### src/rtl/ahb_bus_arbiter.sv
// ahb_bus_arbiter
//   Round-robin AHB arbiter that shares the single AHB-to-APB bridge slave
//   port among NUM_MASTERS masters. Bursts are never split; bus tenure is
//   capped at MAX_BEATS accepted transfers while other masters are waiting.
//   All outputs are registered.
//
//   Optional feature macro: AHB_LOCK_EN (locked transfers via hlock/hmastlock).
//   With the macro undefined, hlock is ignored and hmastlock is constant 0.
//
// Ports
//   hclk          in   bus clock, rising edge
//   hreset        in   asynchronous active-high reset
//   hbusreq       in   per-master bus request
//   hlock         in   per-master locked-transfer request (AHB_LOCK_EN only)
//   htrans        in   htrans of the current owner (IDLE/BUSY/NONSEQ/SEQ)
//   hready        in   bridge hreadyout, 1 = transfer completes this cycle
//   hgrant        out  one-hot grant
//   hmaster       out  address-phase owner index
//   hmaster_data  out  data-phase owner index (hwdata mux select)
//   hmastlock     out  current address phase is locked
module ahb_bus_arbiter #(
  parameter int NUM_MASTERS    = 4,
  parameter int DEFAULT_MASTER = 0,
  parameter int MAX_BEATS      = 8,
  parameter int MW             = $clog2(NUM_MASTERS)
) (
  input  logic                   hclk,
  input  logic                   hreset,
  input  logic [NUM_MASTERS-1:0] hbusreq,
  input  logic [NUM_MASTERS-1:0] hlock,
  input  logic [1:0]             htrans,
  input  logic                   hready,
  output logic [NUM_MASTERS-1:0] hgrant,
  output logic [MW-1:0]          hmaster,
  output logic [MW-1:0]          hmaster_data,
  output logic                   hmastlock
);

  typedef enum logic [1:0] {
    HT_IDLE   = 2'b00,
    HT_BUSY   = 2'b01,
    HT_NONSEQ = 2'b10,
    HT_SEQ    = 2'b11
  } htrans_e;

`ifdef AHB_LOCK_EN
  typedef enum logic [1:0] {ST_PARK, ST_OWNED, ST_LOCKED} state_e;
`else
  typedef enum logic [0:0] {ST_PARK, ST_OWNED} state_e;
`endif

  localparam logic [MW-1:0] DEF_IDX = MW'(DEFAULT_MASTER);
  localparam logic [7:0]    MAX_CNT = 8'(MAX_BEATS);

  function automatic logic [NUM_MASTERS-1:0] onehot(input logic [MW-1:0] idx);
    onehot      = '0;
    onehot[idx] = 1'b1;
  endfunction

  state_e                 state_q;
  logic [NUM_MASTERS-1:0] hgrant_q;
  logic [MW-1:0]          hmaster_q;
  logic [MW-1:0]          hmaster_data_q;
  logic                   hmastlock_q;
  logic [7:0]             beat_cnt_q;
  logic [MW-1:0]          last_owner_q;

  logic                   accepted;
  logic                   arb_point;
  logic                   rearb;
  logic                   any_req;
  logic                   any_other;
  logic                   own_req;
  logic                   keep;
  logic                   rr_found;
  logic                   arb_lock;
  logic [7:0]             cnt_base;
  logic [7:0]             cnt_inc;
  logic [MW-1:0]          rr_idx;
  logic [MW-1:0]          arb_owner;
  int unsigned            cand;

`ifndef AHB_LOCK_EN
  logic unused_hlock;
  assign unused_hlock = ^hlock;
`endif

  always_comb begin
    accepted  = hready && htrans[1];
    arb_point = hready && (htrans == HT_IDLE || htrans == HT_NONSEQ);

    // Beats seen while parked are not part of any tenure.
    cnt_base = (state_q == ST_PARK) ? '0 : beat_cnt_q;
    cnt_inc  = (accepted && cnt_base != MAX_CNT) ? cnt_base + 8'd1 : cnt_base;

    any_req   = |hbusreq;
    own_req   = hbusreq[hmaster_q];
    any_other = 1'b0;
    for (int unsigned i = 0; i < NUM_MASTERS; i++) begin
      if (hbusreq[i] && MW'(i) != hmaster_q) any_other = 1'b1;
    end

    // Search starts one past the last owner and wraps back to it last.
    rr_found = 1'b0;
    rr_idx   = DEF_IDX;
    cand     = 0;
    for (int unsigned i = 1; i <= NUM_MASTERS; i++) begin
      cand = (32'(last_owner_q) + i) % NUM_MASTERS;
      if (!rr_found && hbusreq[cand]) begin
        rr_found = 1'b1;
        rr_idx   = MW'(cand);
      end
    end

    // The beat accepted in this cycle counts toward the cap, so a tenure
    // under contention ends after exactly MAX_BEATS accepted transfers.
    keep = own_req && ((cnt_inc < MAX_CNT) || !any_other);
    if (keep)         arb_owner = hmaster_q;
    else if (any_req) arb_owner = rr_idx;
    else              arb_owner = DEF_IDX;

`ifdef AHB_LOCK_EN
    rearb    = arb_point && (state_q != ST_LOCKED ||
                             (!hlock[hmaster_q] && htrans == HT_IDLE));
    arb_lock = any_req && hlock[arb_owner];
`else
    rearb    = arb_point;
    arb_lock = 1'b0;
`endif
  end

  always_ff @(posedge hclk or posedge hreset) begin
    if (hreset) begin
      state_q        <= ST_PARK;
      hgrant_q       <= onehot(DEF_IDX);
      hmaster_q      <= DEF_IDX;
      hmaster_data_q <= DEF_IDX;
      hmastlock_q    <= 1'b0;
      beat_cnt_q     <= '0;
      last_owner_q   <= DEF_IDX;
    end else begin
      if (hready) hmaster_data_q <= hmaster_q;
      beat_cnt_q <= cnt_inc;
      if (rearb) begin
        hgrant_q     <= onehot(arb_owner);
        hmaster_q    <= arb_owner;
        last_owner_q <= arb_owner;
        hmastlock_q  <= arb_lock;
        if (arb_owner != hmaster_q || !any_req) beat_cnt_q <= '0;
        if (!any_req) begin
          state_q <= ST_PARK;
`ifdef AHB_LOCK_EN
        end else if (arb_lock) begin
          state_q <= ST_LOCKED;
`endif
        end else begin
          state_q <= ST_OWNED;
        end
      end
    end
  end

  assign hgrant       = hgrant_q;
  assign hmaster      = hmaster_q;
  assign hmaster_data = hmaster_data_q;
  assign hmastlock    = hmastlock_q;

endmodule

### config.mk
export PLATFORM = sky130hd
export DESIGN_NAME = ahb_bus_arbiter
export DESIGN_NICKNAME = d
export VERILOG_FILES = /design/src/rtl/ahb_bus_arbiter.sv
export SDC_FILE = /design/constraint.sdc
export NUM_CORES = 1
export LEC_CHECK = 0
export CAP_MARGIN = 15
export CORE_UTILIZATION = 45
export CTS_CLUSTER_DIAMETER = 30
export DETAILED_ROUTE_END_ITERATION = 10
export PLACE_DENSITY = 0.68
export SYNTH_ARGS = -nofsm -noshare
export SYNTH_HDL_FRONTEND = slang
export SYNTH_SLANG_ARGS = --single-unit
### constraint.sdc
create_clock -name hclk -period 2.7 [get_ports hclk]
set_clock_uncertainty 0.1 [all_clocks]
set_input_delay 0.675 -clock hclk [delete_from_list [all_inputs] [get_ports hclk]]
set_output_delay 0.675 -clock hclk [all_outputs]
set_load 0.05 [all_outputs]
==> summary.md, run 1 <==
| Metric | Value |
|---|---|
| Worst path max stage delay | 0.53 ns |
| IO Pins | 22 |
| CP max stage cell | clkdlybuf4s50_1 |
| CTS tree | done |
| Psw | 820.8 µW |
| Root Driver | clkbuf_4 |
| Final Critical Period | 2.628 ns |
| Die Ht | between 50 and 60 µm |
| Top delay family on crit path | buffers and inverters |
| GR Util All Layers | 0.2362 |
| Antenna violations before repair | 0 |
| Area share of and/or/nand/nor cells after synthesis | 0.2577 |
| Sw Share | 0.4823 |
| Met2 Use GR | 0.4253 |
| Detail Placement HPWL | 2760 µm |
| CTS Sinks | 17 |
| Routed WL | around 3600 µm |
| Post-Synth XOR/XNOR Area | 0.04181 |
| Final Hold Fails | 0 |
| Clock latency on the worst-skew pair | just over 0.3 ns |
| Synth Net Count | 184 |
| Internal | 881.1 µW |
| Final setup vio count | 0 |
| Multiplexer share of the synthesized area | 0.03754 |
| Fin crit share | 0.9732 |
| Slew @ Worst Pin | 0.6728 ns |
| Comb pwr share | 0.693 |
| Routed WL per cell | 14.60 µm |
| Outcome | finished clean |
| Compound-Gate Fraction of Synth Area | 0.2457 |
| H-tree depth | 1 |
| Crit end category | flip-flop |
| GPL Wtd Cong | 0.9049 |
| DR pass1 iterations | 4 |
| Cell row count | 20 |
| Top_reg_cell synth | dfrtp_1 |
| Synthesis-stage register bit count | 17 |
| Asr flop ratio synth | 1.000 |
| Grt ovf | 0 |
| Worst rel slew slack | 0.5510 |
| Cts bufs inserted | 3 |
| Share of layout cells above drive strength 1 | 0.3463 |
| Crit path required time | ~2.8 ns |
| Grt met3 use | 0.02838 |
| Adder-Cell Fraction of Synth Area | 0.05119 |
| Post-route ant nets | 0 |
| Reg power frac | 0.220 |
| Register area share after synthesis | 0.2910 |
| Crit Path Class | primary input to flip-flop |
| Vias per cell | about 5.5 |
| Synthesized area per cell | 8.887 µm² |
| CP cell instances | clkdlybuf4s50_1 > inv_2 > or4_1 > a21oi_2 > o41ai_2 > a22oi_2 > o32ai_4 > buf_12 > nor3b_2 |
| Number of global-route vias before repair | 1357 |
| Clock power frac | 0.086 |
| M1 GR Usage | 0.2828 |
| Area growth, synth to finish | 31.74% |
| CP bufs+invs | 3 |
| Clock edge transition at the registers on the reported setup and hold paths | 0.11 ns |
| Setup Fix Bufs, Post-CTS | 0 |
| Post-CTS Hold Buffers | 0 |
| Largest net degree at the start of global routing | 18 |
| Slew Viols, Final | 0 |
| Layout Nets | 225 |
| Port bufs | 16 |
| Die area | 0.003491 mm² |
| Crit path arrival time | 2.76 ns |
| Worst Setup Start Kind | primary input |
| Largest family of logic cells by synthesized area | simple AND/OR/NAND/NOR gates |
| Crit-path max FO | 8 |
| Distinct cell type count after synthesis | 62 |
| Antenna Cells | 0 |
| MaxCap Viol Count | 0 |
| Placed Area | 0.001849 mm² |
| Number of synthesized flops with an enable pin | 0 |
| Residual DRC count | 0 |
| Pre-CTS setup slack | -0.4114 ns |
| RSZ-0062 raised after global routing | yes |
| Max VDD drop | 643.8 µV |
| Setup TNS | 0 ns |
| First-pass GRT wire length | 6216 µm |
| Initial Util | 0.4764 |
| Core Area | approximately 0.0031 mm² |
| Initial drt markers | 179 |
| Final Cell Area | 0.001932 mm² |
| Worst hold path class | flip-flop to flip-flop |
| Global-route layer with the greatest usage | met2 |
| Clock Path Buffers | 2 |
| Synthesized cell area | approximately 0.0015 mm² |
| Fmax | 0.3806 GHz |
| Final core utilization | 0.6276 |
| Pleak | 0.8210 nW |
| Via Count | 1367 |
| Die Wd | 59.09 µm |
| Synth Warn # | 0 |
| Mapped Cells | about 170 |
| PwrDens | 881.0 mW/mm² |
| Setup WS post-layout | 0.07248 ns |
power by group through the flow:
stage	clock network (mW)	logic [mW]	registers [mW]
global route	0.160	1.26	0.382
detailed placement	0	1.14	0.381
floorplan	0	0.562	0.595
CTS	0.149	1.17	0.376
global placement	0	1.10	0.377
finish	0.147	1.18	0.375
cells in the final DEF, fill, tap and decap left out, types with 3 or more instances in the layout:
master	synthesis	routed
a21oi_1	11	10
a22o_1	3	3
buf_4	4	29
clkbuf_4	1	3
clkdlybuf4s50_1	0	14
dfrtp_1	16	14
ha_1	6	5
inv_1	7	7
mux2_2	3	3
nand2_1	17	17
nor2_1	22	22
nor2b_1	3	3
nor3b_1	3	3
o21ai_0	5	5
xnor2_1	5	5
logic make-up (layout without fill, tap and decap cells):
kind of cell | Yosys count | after routing
buf+inv | 19 | 59
compound gates | 41 | 41
xor+xnor | 7 | 7
mux | 5 | 5
flops | 17 | 17
other cells | 1 | 1
simple gates | 69 | 69
fa+ha+maj | 6 | 6
worst paths after layout:
check | startpoint | end | slack (ns) | cells after the start
setup / recovery | hbusreq[0] | beat_cnt_q[7]$_DFF_PP0_ | 0.07 | 9
hold / removal | hmaster_data[1]$_DFFE_PP0P_ | hmaster_data[1]$_DFFE_PP0P_ | 0.42 | 1
setup reg to reg | beat_cnt_q[0]$_DFF_PP0_ | hgrant[1]$_DFFE_PP0P_ | 0.14 | 11
hold reg to reg | hmaster_data[1]$_DFFE_PP0P_ | hmaster_data[1]$_DFFE_PP0P_ | 0.42 | 1
max in group asynchronous | hreset | last_owner_q[0]$_DFFE_PP0P_ | 1.38 | 2
min in group asynchronous | hreset | hmaster_data[1]$_DFFE_PP0P_ | 0.65 | 2
cell usage after synthesis, types with 2 or more instances:
| master | n | area [µm²] |
|---|---|---|
| nor2b_1 | 3 | 18.77 |
| clkbuf_1 | 2 | 7.510 |
| mux2_2 | 3 | 33.78 |
| and2b_2 | 2 | 17.52 |
| nand2_1 | 17 | 63.81 |
| ha_1 | 6 | 75.07 |
| or3_1 | 2 | 12.51 |
| nor4_1 | 2 | 12.51 |
| buf_4 | 4 | 30.03 |
| nand2b_1 | 2 | 12.51 |
| inv_1 | 7 | 26.28 |
| dfrtp_1 | 16 | 400.4 |
| a21oi_1 | 11 | 55.05 |
| nor3b_1 | 3 | 22.52 |
| a22o_1 | 3 | 26.28 |
| xnor2_1 | 5 | 43.79 |
| buf_6 | 2 | 22.52 |
| inv_2 | 2 | 7.510 |
| xor2_1 | 2 | 17.52 |
| o21ai_0 | 5 | 25.02 |
| a21oi_2 | 2 | 17.52 |
| nor2_1 | 22 | 82.58 |
| and4_1 | 2 | 17.52 |
| o41ai_2 | 2 | 32.53 |
what timing repair did:
action | CTS | global route
hold endpoints to repair | 0 | 0
gates resized for setup | 8 | 5
endpoints found under the setup margin | 10 | 7
pin swaps | 1 | 2
final cells by class:
class,count,area (µm²)
fill,262,1146
multi-input combinational,129,991.0
sequential,17,429.2
timing repair buffer,46,395.4
tap,44,55.05
inverter,9,33.78
clock buffer,3,22.52
clock inverter,1,5.005
routing by layer:
layer	up-vias	routed length, µm
met3	7	108
met1	662	1562
met4	0	65
met2	30	1898
met5	-	0
li1	668	-
worst reg2reg max path, cell delays in order, from the launching register on:
cell	delay, ns
dfrtp_1	0.40
nand2_1	0.08
inv_1	0.10
ha_2	0.21
nand4_4	0.13
or3_4	0.43
a21oi_4	0.15
a2bb2oi_4	0.09
buf_4	0.14
a21o_1	0.17
a22o_1	0.26
a22o_1	0.20
state kept, by name (all words and copies together) (netlist names):
register	flops
beat_cnt_q	8
hgrant	4
hmaster_data	2
last_owner_q	2
state_q	1
per-stage QoR:
step	instances	hold WS [ns]	total power, mW
6_report	249	0.4235	1.702
5_1_grt	249	0.4480	1.803
4_1_cts	249	0.4271	1.691
3_5_place_dp	245	0.3946	1.520
3_3_place_gp	245	0.3908	1.481
2_1_floorplan	165	0.4625	1.157
Power figures use the tool's default switching activity.
==> run 2: changes to the inputs <==
--- a/config.mk
+++ b/config.mk
@@ -5,7 +5,7 @@
 export SDC_FILE = /design/constraint.sdc
 export NUM_CORES = 1
 export LEC_CHECK = 0
-export CAP_MARGIN = 15
+export CAP_MARGIN = 5
 export CORE_UTILIZATION = 45
 export CTS_CLUSTER_DIAMETER = 30
 export DETAILED_ROUTE_END_ITERATION = 10
==> results of run 2 <==
Final layout, timing and power as in run 1 (identical DEF).
==> edit 1, RTL diff (settings of run 2) <==
Add a define of `AHB_LOCK_EN`.
--- a/src/rtl/ahb_bus_arbiter.sv
+++ b/src/rtl/ahb_bus_arbiter.sv
@@ -19,4 +19,6 @@
 //   hmaster_data  out  data-phase owner index (hwdata mux select)
 //   hmastlock     out  current address phase is locked
+`define AHB_LOCK_EN
+
 module ahb_bus_arbiter #(
   parameter int NUM_MASTERS    = 4,
Behaviour: not the same (Yosys sat finds a counterexample within 4 cycles, from zero or initial values and one cycle with hreset high).
==> edit 1 against run 2 <==
  * The flow now finishes with violations (setup timing)
  * Sequential cell count increased by 1
  * Setup slack got worse by 0.15 ns
  * Routed wire length increased by 19%
  * Critical endpoint is now state_q[0]
  * First-iteration DRC count decreased by 69%
  * Die area increased by 3.0%
  * Total power increased by 27%
  * Area after synthesis increased by 3.1%
  * Cell area increased by 19%
==> edit 1: results (changes against run 2) <==
stage,metric,value,unit,change
run_status,outcome,finished with violations,,was completed
run_status,violated checks,setup timing,,
placed_design,dpl cell area,2087,um2,was 1849 um2
layout,share of cells above drive strength 1,0.4489,,was 0.3463
synthesis,multiplexer share of the synthesized area,0.1333,,was 0.03754
synthesis,Cell variety after synth,49,,was 62
layout,footprint of the multi-input gates,1104,um2,was 991.0 um2
layout,Layout Nets,245,,was 225
critical_path,"Data arrival, critical path",2.89,ns,was 2.76 ns
timing,final setup fails,2,,was 0
placed_design,port buffer count,21,,was 16
placed_design,placer congestion estimate,0.8444,,was 0.9049
synthesis,synthesized instance count,160,,was 165
power_and_ir_drop,Comb power frac,0.725,,was 0.693
timing,hold_ws,0.4173,ns,was 0.4235 ns
layout,sequential cell area share,0.1989,,was 0.2222
critical_path,Worst setup endpoint,state_q[0],,was beat_cnt_q[7]
layout,Signal buf overhead,0.2634,,was 0.2047
power_and_ir_drop,Clock Power Share,0.079,,was 0.086
layout,Non-Filler Instances,269,,was 249
layout,clk cell area share,0.01585,,was 0.01425
synthesis,most frequent cells after synthesis,"dfrtp_1, nor2_1, nand2_1",,"was nor2_1, nand2_1, dfrtp_1"
placed_design,HPWL after DPL,3.056,mm,was 2.760 mm
timing,pin slew with the least headroom to its limit,0.7103,ns,was 0.6728 ns
synthesis,total nets after synthesis,179,,was 184
grt,first-pass GRT wire length,6.872,mm,was 6.216 mm
power_and_ir_drop,Lkg Pwr,1.014,nW,was 0.8210 nW
timing,final worst setup slack,-0.07472,ns,was 0.07248 ns
power_and_ir_drop,P_comb,1.56,mW,was 1.18 mW
-- edit 1: cell types whose count changed after synthesis, sizes merged, moves of 4 or more --
| cell | run 2 | this run |
|---|---|---|
| mux2i | 1 | 10 |
| and2 | 1 | 5 |
| a21oi | 13 | 3 |
| nand2 | 18 | 13 |
| nor3 | 1 | 8 |
| nor2 | 22 | 14 |
| nor2b | 4 | 0 |
| nand3 | 1 | 5 |
-- edit 1: what timing repair did --
item                                    in CTS  in global routing
setup buffers                                8                  2
pin swaps                                   10                  8
hold endpoints to repair                     0                  0
endpoints found under the setup margin      14                  7
resized for setup                           23                 13
-- edit 1: routing by layer --
metal	vias to the layer above	global-route usage	share of wire
met5	-	0	0
met4	0	0.05316	0.014
met3	8	0.04978	0.031
met2	38	0.4635	0.50
met1	715	0.3149	0.45
li1	709	-	-
==> edit 2, RTL diff (flow settings as in run 2) <==
Without the edit above. Reset style: synchronous (`hreset`), changed in one clocked block. Comments in the files are not updated.
--- a/src/rtl/ahb_bus_arbiter.sv
+++ b/src/rtl/ahb_bus_arbiter.sv
@@ -130,5 +130,5 @@
   end
 
-  always_ff @(posedge hclk or posedge hreset) begin
+  always_ff @(posedge hclk) begin
     if (hreset) begin
       state_q        <= ST_PARK;
Behaviour: differs if hreset is asserted again (counterexample within 4 cycles, from zero or initial values and one cycle with hreset high); with hreset held inactive, the same outputs for 4 cycles.
==> edit 2 against run 2 <==
  * Sequential cell count is the same
  * Worst hold slack lost 0.0082 ns
  * Via count grew 6.2%
  * Routed wire length grew 0.47%
  * Area after synthesis shrank 2.4%
  * Cell area is essentially flat
  * Cell count grew 4.0%
  * Setup slack is essentially flat
  * Critical path type is now reg -> reg
  * Largest cell class unchanged
  * Highest routed layer unchanged
Power is not compared: it rests on default switching activity, and its combinational part moved more than twofold at a synthesized area within 25%.
==> edit 2: results (changes against run 2) <==
stage,metric,value,unit,change
run_status,outcome,completed,,unchanged
synthesis,most frequent cells after synthesis,"dfxtp_1, nand2_1, nor2_1",,"was nor2_1, nand2_1, dfrtp_1"
placed_design,pre-CTS setup slack,-0.4679,ns,was -0.4114 ns
critical_path,CP Max Fanout,5,,was 8
synthesis,Main synth FF type,dfxtp_1,,was dfrtp_1
grt,Tot GR Track Use,0.2313,,was 0.2362
layout,Non-Filler Instances,259,,was 249
synthesis,Synth Area in Adders,0.05245,,was 0.05119
synthesis,Post-synth ARST share,0,,was 1.000
synthesis,total nets after synthesis,188,,was 184
drt,initial drt markers,91,,was 179
placed_design,placer congestion estimate,0.9025,,was 0.9049
synthesis,post-synthesis sequential area ratio,0.2378,,was 0.2910
synthesis,Avg Inst Size Synth,8.470,um2,was 8.887 um2
placed_design,placed cells,252,,was 245
placed_design,dpl cell area,1818,um2,was 1849 um2
synthesis,post-synthesis compound-gate area fraction,0.2203,,was 0.2457
drt,Avg Vias per Cell,5.606,,was 5.490
grt,first-pass GRT wire length,6.003,mm,was 6.216 mm
critical_path,"Data arrival, critical path",2.77,ns,was 2.76 ns
synthesis,multiplexer share of the synthesized area,0.06818,,was 0.03754
placed_design,HPWL after DPL,2.755,mm,was 2.760 mm
critical_path,Worst R2R Path Depth,10,,was 11
synthesis,ranking of synthesized cells by area,"dfxtp_1, ha_1, mux2i_1",,"was dfrtp_1, nor2_1, ha_1"
grt,largest net degree at the start of global routing,19,,was 18
synthesis,xor and xnor area share after synthesis,0.03671,,was 0.04181
drt,final WL,3.652,mm,was 3.635 mm
==> edit 2: cell types whose count changed in the layout (fill, tap and decap cells not counted), sizes merged, moves of 4 or more <==
cell,change
nand3,+4
a21oi,-9
nand2,-4
buf,+7
dfrtp,-16
mux2i,+5
nand2b,+4
dfxtp,+17
nor3,+10
nor2,-10
==> edit 2: per-stage QoR <==
step	utilization	setup TNS [ns]	power (mW)
2_1_floorplan	-	0	0.4145
3_3_place_gp	0.6004	-4.946	0.4936
3_5_place_dp	0.6004	-5.789	0.4963
4_1_cts	0.6128	0	0.6363
5_1_grt	0.6376	-0.04330	0.6729
6_report	0.6376	0	0.6444
==> edit 2: cells by family after synthesis <==
logic type      after synthesis
buf+inv                      19
flops                        17
xor+xnor                      6
compound gates               39
mux                           9
other cells                   1
simple gates                 72
fa+ha+maj                     6
==> edit 2: final timing paths <==
kind                           to  slack (ns)            start
setup / recovery        hgrant[2]        0.07          state_q
hold / removal    hmaster_data[1]        0.42  hmaster_data[1]
setup reg to reg        hgrant[2]        0.07          state_q
hold reg to reg   hmaster_data[1]        0.42  hmaster_data[1]
==> edit 2: critical path, stage by stage, from the launching register on <==
cell      delay (ns)
dfxtp_2         0.38
and2_4          0.17
ha_4            0.15
nand4_4         0.13
or3_4           0.44
nor4b_4         0.32
buf_4           0.17
o211ai_4        0.10
mux2_4          0.33
a21o_1          0.19
a21oi_2         0.11
==> edit 2: power groups by stage <==
| stage | registers (mW) | logic [mW] | clock network, mW |
|---|---|---|---|
| after floorplan | 0.295 | 0.119 | 0 |
| after global placement | 0.271 | 0.222 | 0 |
| after detailed placement | 0.272 | 0.224 | 0 |
| after CTS | 0.267 | 0.226 | 0.144 |
| after global routing | 0.268 | 0.252 | 0.153 |
| final | 0.267 | 0.235 | 0.142 |
==> edit 2: what timing repair did <==
action / CTS / global route
pin swaps: 2 / 3
gates cloned: 0 / 0
setup buffers: 0 / 3
gates resized for setup: 4 / 16
endpoints found under the setup margin: 12 / 12
==> edit 2: layer usage <==
| metal | wire, um | share of wire | GRT usage |
|---|---|---|---|
| met1 | 1549 | 0.42 | 0.2807 |
| met2 | 1843 | 0.50 | 0.4056 |
| met3 | 161 | 0.044 | 0.02637 |
| met4 | 97 | 0.027 | 0.1122 |
| met5 | 0 | 0 | 0 |
==> edit 2: final cells by class <==
cell class                      count  area, um2  area share
Tap cell                           44      55.05     0.02852
Clock inverter                      1      5.005    0.002592
Sequential cell                    17      345.3      0.1789
Clock buffer                        3      22.52     0.01167
Multi-Input combinational cell    133       1016      0.5262
Timing Repair Buffer               53      455.4      0.2359
Inverter                            8      31.28     0.01620
